## config.mk

```make
export PLATFORM = sky130hd
export DESIGN_NAME = regfile_wb_queue
export DESIGN_NICKNAME = d
export VERILOG_FILES = /design/src/rtl/regfile_wb_queue.sv
export SDC_FILE = /design/constraint.sdc
export NUM_CORES = 1
export LEC_CHECK = 0
export BUFFER_PORTS_ARGS = -buffer_cell sky130_fd_sc_hd__buf_2
export CAP_MARGIN = 20
export CORE_MARGIN = 5
export CORE_UTILIZATION = 35
export DETAILED_ROUTE_END_ITERATION = 10
export GPL_TIMING_DRIVEN = 0
export PLACE_DENSITY = 0.52
export SYNTH_ARGS = -nofsm -noshare
export SYNTH_HDL_FRONTEND = slang
export SYNTH_SLANG_ARGS = --single-unit
```

## constraint.sdc

```tcl
create_clock -name clk -period 9.6 [get_ports clk]
set_input_delay 2.4 -clock clk [delete_from_list [all_inputs] [get_ports clk]]
set_output_delay 2.4 -clock clk [all_outputs]
set_load 0.01 [all_outputs]
```

## src/rtl/regfile_wb_queue.sv

```systemverilog
// Writeback queue in front of a single regfile write port: buffers (addr, data) entries in a
// circular FIFO, drains them in order, and forwards the youngest pending value to two readers.
module regfile_wb_queue #(
  parameter int unsigned DEPTH  = 4,
  parameter int unsigned DWIDTH = 32,
  parameter int unsigned AWIDTH = 5
) (
  input  logic                       clk,
  input  logic                       rst_n,
  input  logic                       in_valid,
  output logic                       in_ready,
  input  logic [AWIDTH-1:0]          in_addr,
  input  logic [DWIDTH-1:0]          in_data,
  input  logic                       drain_en,
  output logic                       rf_we,
  output logic [AWIDTH-1:0]          rf_wa,
  output logic [DWIDTH-1:0]          rf_wd,
  input  logic [AWIDTH-1:0]          byp_addr1,
  input  logic [AWIDTH-1:0]          byp_addr2,
  output logic                       byp_hit1,
  output logic                       byp_hit2,
  output logic [DWIDTH-1:0]          byp_data1,
  output logic [DWIDTH-1:0]          byp_data2,
  output logic [$clog2(DEPTH):0]     count
);

  localparam int unsigned PW = $clog2(DEPTH);
  localparam int unsigned CW = PW + 1;

  logic [AWIDTH-1:0] addr_q [DEPTH];
  logic [DWIDTH-1:0] data_q [DEPTH];

  logic [PW-1:0] head_q, head_d;
  logic [PW-1:0] tail_q, tail_d;
  logic [CW-1:0] count_q, count_d;

  logic push, pop;
  logic not_empty;

  assign not_empty = (count_q != '0);
  assign in_ready  = (count_q != CW'(DEPTH));
  // Writes to r0 are architecturally dead, so they are accepted but never stored.
  assign push      = in_valid && in_ready && (in_addr != '0);
  assign pop       = not_empty && drain_en;

  assign rf_we = pop;
  assign rf_wa = not_empty ? addr_q[head_q] : '0;
  assign rf_wd = not_empty ? data_q[head_q] : '0;
  assign count = count_q;

  always_comb begin
    head_d  = head_q;
    tail_d  = tail_q;
    count_d = count_q;
    if (pop) begin
      head_d = head_q + PW'(1);
    end
    if (push) begin
      tail_d = tail_q + PW'(1);
    end
    unique case ({push, pop})
      2'b10:   count_d = count_q + CW'(1);
      2'b01:   count_d = count_q - CW'(1);
      default: count_d = count_q;
    endcase
  end

  always_ff @(posedge clk or negedge rst_n) begin
    if (!rst_n) begin
      head_q  <= '0;
      tail_q  <= '0;
      count_q <= '0;
    end else begin
      head_q  <= head_d;
      tail_q  <= tail_d;
      count_q <= count_d;
    end
  end

  // Storage is left unreset; the occupancy count masks stale slots.
  always_ff @(posedge clk) begin
    if (push) begin
      addr_q[tail_q] <= in_addr;
      data_q[tail_q] <= in_data;
    end
  end

  // Scan oldest to youngest so the last match, the youngest, wins.
  function automatic logic [DWIDTH:0] lookup(input logic [AWIDTH-1:0] raddr);
    logic [DWIDTH:0] res;
    logic [PW-1:0]   idx;
    res = '0;
    for (int i = 0; i < int'(DEPTH); i++) begin
      idx = head_q + PW'(i);
      if ((CW'(i) < count_q) && (raddr != '0) && (addr_q[idx] == raddr)) begin
        res = {1'b1, data_q[idx]};
      end
    end
    return res;
  endfunction

  always_comb begin
    {byp_hit1, byp_data1} = lookup(byp_addr1);
    {byp_hit2, byp_data2} = lookup(byp_addr2);
  end

endmodule

```

; ---- Word level (Yosys, flattened, before mapping)
; Memories as Yosys holds them, arrays and structs flattened.
; Cells that the tools add are included.
[op_classes]
n_addsub = 6
n_lt_le_gt_ge = 4
n_eq_ne = 11
n_mux = 13
n_reduce_logical = 24
[ops]
columns = operator, count
row1 = $mux 33, 8
row2 = $eq 5x5->1, 8
row3 = $mux 32, 1
row4 = $logic_and 1x1->1, 19
row5 = $reduce_bool 5->1, 3
row6 = $lt 1x3->1 const A, 2
row7 = $lt 2x3->1 const A, 2
row8 = $pmux 3 s2, 1
row9 = $mux 5, 1
row10 = $add 2x1->2 const B, 2
row11 = $add 2x2->2 const B, 2
row12 = $add 3x1->3 const B, 1
row13 = $ne 3x3->1 const B, 1
row14 = $reduce_bool 3->1, 1
row15 = $sub 3x1->3 const B, 1
row16 = $eq 2x1->1 const B, 1
row17 = $eq 2x2->1 const B, 1
row18 = $mux 1, 2
row19 = $reduce_bool 2->1, 1
[word_totals]
reg_bits = 7
ramBits = 148
in_bits = 51
out_inout_bits = 108
wordCells = 63
memories = 2
[mem_list]
columns = name, words, width, read_ports, rd_clocked_by_memory_dff, write_ports, line_no
row1 = data_q, 4, 32, 4, 0, 1, 31  ; logic [DWIDTH-1:0] data_q [DEPTH];
row2 = addr_q, 4, 5, 4, 0, 1, 30  ; logic [AWIDTH-1:0] addr_q [DEPTH];

; ---- Depth between registers and ports, before layout
[logic_depth]
ltp_word = 7
mapped_depth = 11
mapped_depth_nobuf = 10

; ---- Worst setup path before layout
; No wires, ideal clock.
[synth_path]
path_type = input to output
from = input byp_addr2[2]
to = output byp_data2[10]
t_arrival_ps = 4187
t_required_ps = 7200
slack_ps = 3013
path_stages = 8
n_path_buf = 2
path_cell_list = clkbuf_1 -> nor3_1 -> a211o_1 -> a211o_1 -> nor3_4 -> buf_6 -> a31oi_1 -> a211oi_1
[synth_between]
elab_chain_len = 7
word_cells_on_any_way = 17
classes_between = eq/ne: 4 / mux: 4 / reduce/logical: 9
[synth_lines]
columns = element, line_no
row1 = from (decl), 19  ; input logic [AWIDTH-1:0] byp_addr2,
row2 = $reduce_bool 5->1, 95  ; if ((CW'(i) < count_q) && (raddr != '0) && (addr_q[idx] == raddr)) begin
row3 = $logic_and 1x1->1 (2 in a row), 95
row4 = $mux 33 (3 in a row), 95
row5 = $mux 33 *, 95
row6 = to (decl), 23  ; output logic [DWIDTH-1:0] byp_data2,
; Every way passes the cells marked *; elsewhere a longest branch is shown, timed or not.

; ---- Worst setup path in the final report
[layout_path]
from = input byp_addr2[0]
to = output byp_data2[21]
; The elaborated chain is that of the path after synthesis.

==> summary.txt <==
Status
  – Status: completed

Routing
  – DRC: 0
  – Iter 0 DRT Violations: 1150
  – Drt pass-1 iters: 5
  – DR WL/cell: 25.15 microns
  – Vias: 10098
  – Final ANT Viol Nets: 0
  – Post-DR vias/cell: 6.054
  – Wirelength, routed: 41940 microns

STA
  – Setup slack after layout: 1.962 ns
  – Final Hold Fails: 0
  – Minimum clock period: 7.638 ns
  – Max_slew headroom: 36.31%
  – Worst-margin pin slew: 0.9554 ns
  – Endpoints failing setup: 0
  – Setup TNS: 0 ns
  – Pins Over Slew Limit: 0
  – RSZ-0062 raised after global routing: no
  – Fmax: 130.9 MHz
  – Final Hold Slack: 0.6153 ns
  – Setup Skew: 0.01034 ns
  – Fin crit share: 79.56%

Final layout
  – Most frequent cells in the layout: 170 x buf_2, 148 x edfxtp_1, 105 x nor2_1
  – Synthesis-to-layout area growth: 17.56%
  – Antenna diodes: 0
  – Final nets: 1273
  – Final core utilization: 41.37%
  – Most common cell after layout, fill and taps aside: buf_2
  – Share of cells above drive strength 1: 27.90%

Clock tree
  – TritonCTS clock tree: done
  – H-tree levels: 4
  – Hold-fix buffers at CTS: 0
  – Clk sinks: 155
  – Root Buffer: clkbuf_16
  – CTS clock-pin slew for the worst setup and hold paths: 0.06 ns
  – CTS Buf Count: 17
  – Post-CTS setup buffers: 0
  – Post-cts resize count: 0
  – Worst skew pair latency: 0.45 ns
  – CTS max path bufs: 2

Logic synthesis
  – Top FF cell, synth: edfxtp_1
  – Fraction of the mapped netlist area in adder cells: 0.9885%
  – Mapped Area: 11390 sq um
  – Mux cell area share after synthesis: 22.97%
  – Seq cells post-synth: 155
  – Xor and xnor area share after synthesis: 3.690%
  – EDFF count, synth: 148
  – Post-Synth Simple-Gate Area: 14.23%
  – Synth unique cells: 45
  – Synth Area in Compound Gates: 12.69%
  – Mean Syn Cell Area: 10.93 sq um
  – Synth warn: 0
  – Post-Synthesis Cells: 1042
  – Main combinational cell family by area after synthesis: multiplexers
  – Ys async rst share: 4.516%
  – Syn Nets: 1102
  – Sequential area share after synthesis: 40.55%

Floorplanning
  – # rows: 66
  – I/O pin count: 159
  – Core area: 32370 sq um
  – Die area: 36260 sq um
  – Die X: 190.4 microns
  – Initial Util: 35.19%
  – Die H: 190.4 microns

Global routing
  – Total grt overflow: 0
  – Number of global-route vias before repair: 9933
  – Global-route wire length before repair: 61600 microns
  – Total GRT Usage: 22.51%
  – Initial antenna violation count: 0
  – Largest net degree at the start of global routing: 26

Critical path
  – CP required: 7.20 ns
  – CP delay by family, top: buffers and inverters
  – Worst path most repeated cell: clkbuf_1
  – WP buf/inv: 3
  – Crit path capture type: primary output
  – Worst-path maximum fanout: 10
  – Crit-path max cell delay: 0.61 ns
  – CP startpoint kind: input pin
  – Slowest cell on the critical path: clkbuf_1
  – Crit path from: byp_addr2[0]
  – Arrival @ worst endpoint: 5.24 ns
  – Crit path cell chain: clkbuf_1 -> nor3_1 -> a21oi_1 -> mux2_2 -> o211ai_1 -> clkbuf_1 -> nor4_1 -> a211oi_1 -> buf_2
  – Reg2Reg Launch Point: count[0]$_DFFE_PN0P_
  – Crit Path Class: input pin to primary output

Placed design
  – HPWL Detailed: 30060 microns
  – Post-Place Setup Slack: 2.220 ns
  – RePlAce Congestion: 0.9092
  – Port buffer count: 148

Pwr
  – Pwr/cell area: 344.1 nW/um^2
  – Worst VDD drop: 0.1633 mV
  – Total Power: 4608 uW
  – Leakage power: 0.004662 uW

Worst hold path
  – Hold Crit Start: count[1]$_DFFE_PN0P_
  – Worst min path class: flop to flop

Job
  – Max Cap Viol: 0
per-stage QoR:
stage | instances | instance area [sq um]
finish | 1668 | 13390
global route | 1668 | 13390
CTS | 1668 | 13390
detailed placement | 1636 | 12770
global placement | 1632 | 12690
floorplan | 1042 | 11390
flip-flops by register name (all words and copies together), names as in the netlist:
register	cells
data_q	128
addr_q	20
count	3
head_q	2
tail_q	2
power by group:
part	switching (uW)	total, uW	internal (uW)	leakage [uW]
Clock	316	715	399	0.000306
Sequential	88.5	984	896	0.00144
Combinational	1800	2910	1110	0.00292
Total	2210	4610	2400	0.00466
per-layer routing:
layer	share of wire (%)	track usage, %	vias to the layer above	routed length [microns]
met5	0	0	-	0
met4	3.4	9.448	0	1406
met3	8.7	4.504	85	3665
met2	46	34.93	599	19340
met1	42	30.90	5008	17540
li1	-	-	4406	-
layout make-up:
| cell class | count | area (sq um) |
|---|---|---|
| buffer | 111 | 534.3 |
| clock buffer | 17 | 425.4 |
| clock inverter | 15 | 196.4 |
| fill | 3215 | 18980 |
| inverter | 6 | 22.52 |
| multi-input combinational | 770 | 6221 |
| sequential | 155 | 4619 |
| tap | 442 | 553.0 |
| timing repair buffer | 152 | 820.8 |
path summary, 6_finish.rpt:
| check | endpoint | slack [ns] | cells after the start |
|---|---|---|---|
| worst min-delay path | count[1]$_DFFE_PN0P_ | 0.62 | 2 |
| worst max-delay path | byp_data2[21] | 1.96 | 9 |
| max in group asynchronous | head_q[0]$_DFFE_PN0P_ | 7.66 | 1 |
| worst max register to register | data_q[3][1]$_DFFE_PP_ | 7.01 | 7 |
| min in group asynchronous | count[2]$_DFFE_PN0P_ | 1.79 | 1 |
| worst min register to register | count[1]$_DFFE_PN0P_ | 0.62 | 2 |
worst register-to-register path: stages (launching register included):
cell     delay [ns]
dfrtp_1        0.48
inv_1          0.10
ha_1           0.21
nand2_1        0.07
nand2_1        0.06
a21oi_1        0.44
and2_2         0.62
buf_12         0.29
cell families (layout without fill, tap and decap cells):
kind of cell,after synthesis,count (layout)
AOI/OAI and AO/OA,213,213
muxes,156,156
DFF,155,155
buffers and inverters,117,301
adders and majority gates,9,9
and+or+nand+nor,344,344
xor gates and xnor gates,48,48
cells in the mapped netlist (all sizes together) (3+ instances only):
master	number	area share, %
nor2	106	3.6
a211o	4	0.31
edfxtp	148	39
nor4	31	1.7
ha	9	0.99
nand2	75	2.5
nand4	3	0.16
a21oi	36	1.6
o211ai	3	0.20
xnor2	35	2.7
xor2	13	1.0
inv	6	0.20
mux2	34	3.4
a211oi	34	2.3
and2	4	0.22
clkbuf	70	2.3
a311oi	31	2.4
o21ai	35	1.5
o31ai	31	2.0
mux2i	42	3.7
or2	3	0.16
a31oi	33	1.8
nand3	7	0.31
dfrtp	7	1.5
buf	41	2.4
nor2b	40	2.2
nor3	72	3.3
mux4	80	16
Power figures use the tool's default switching activity.
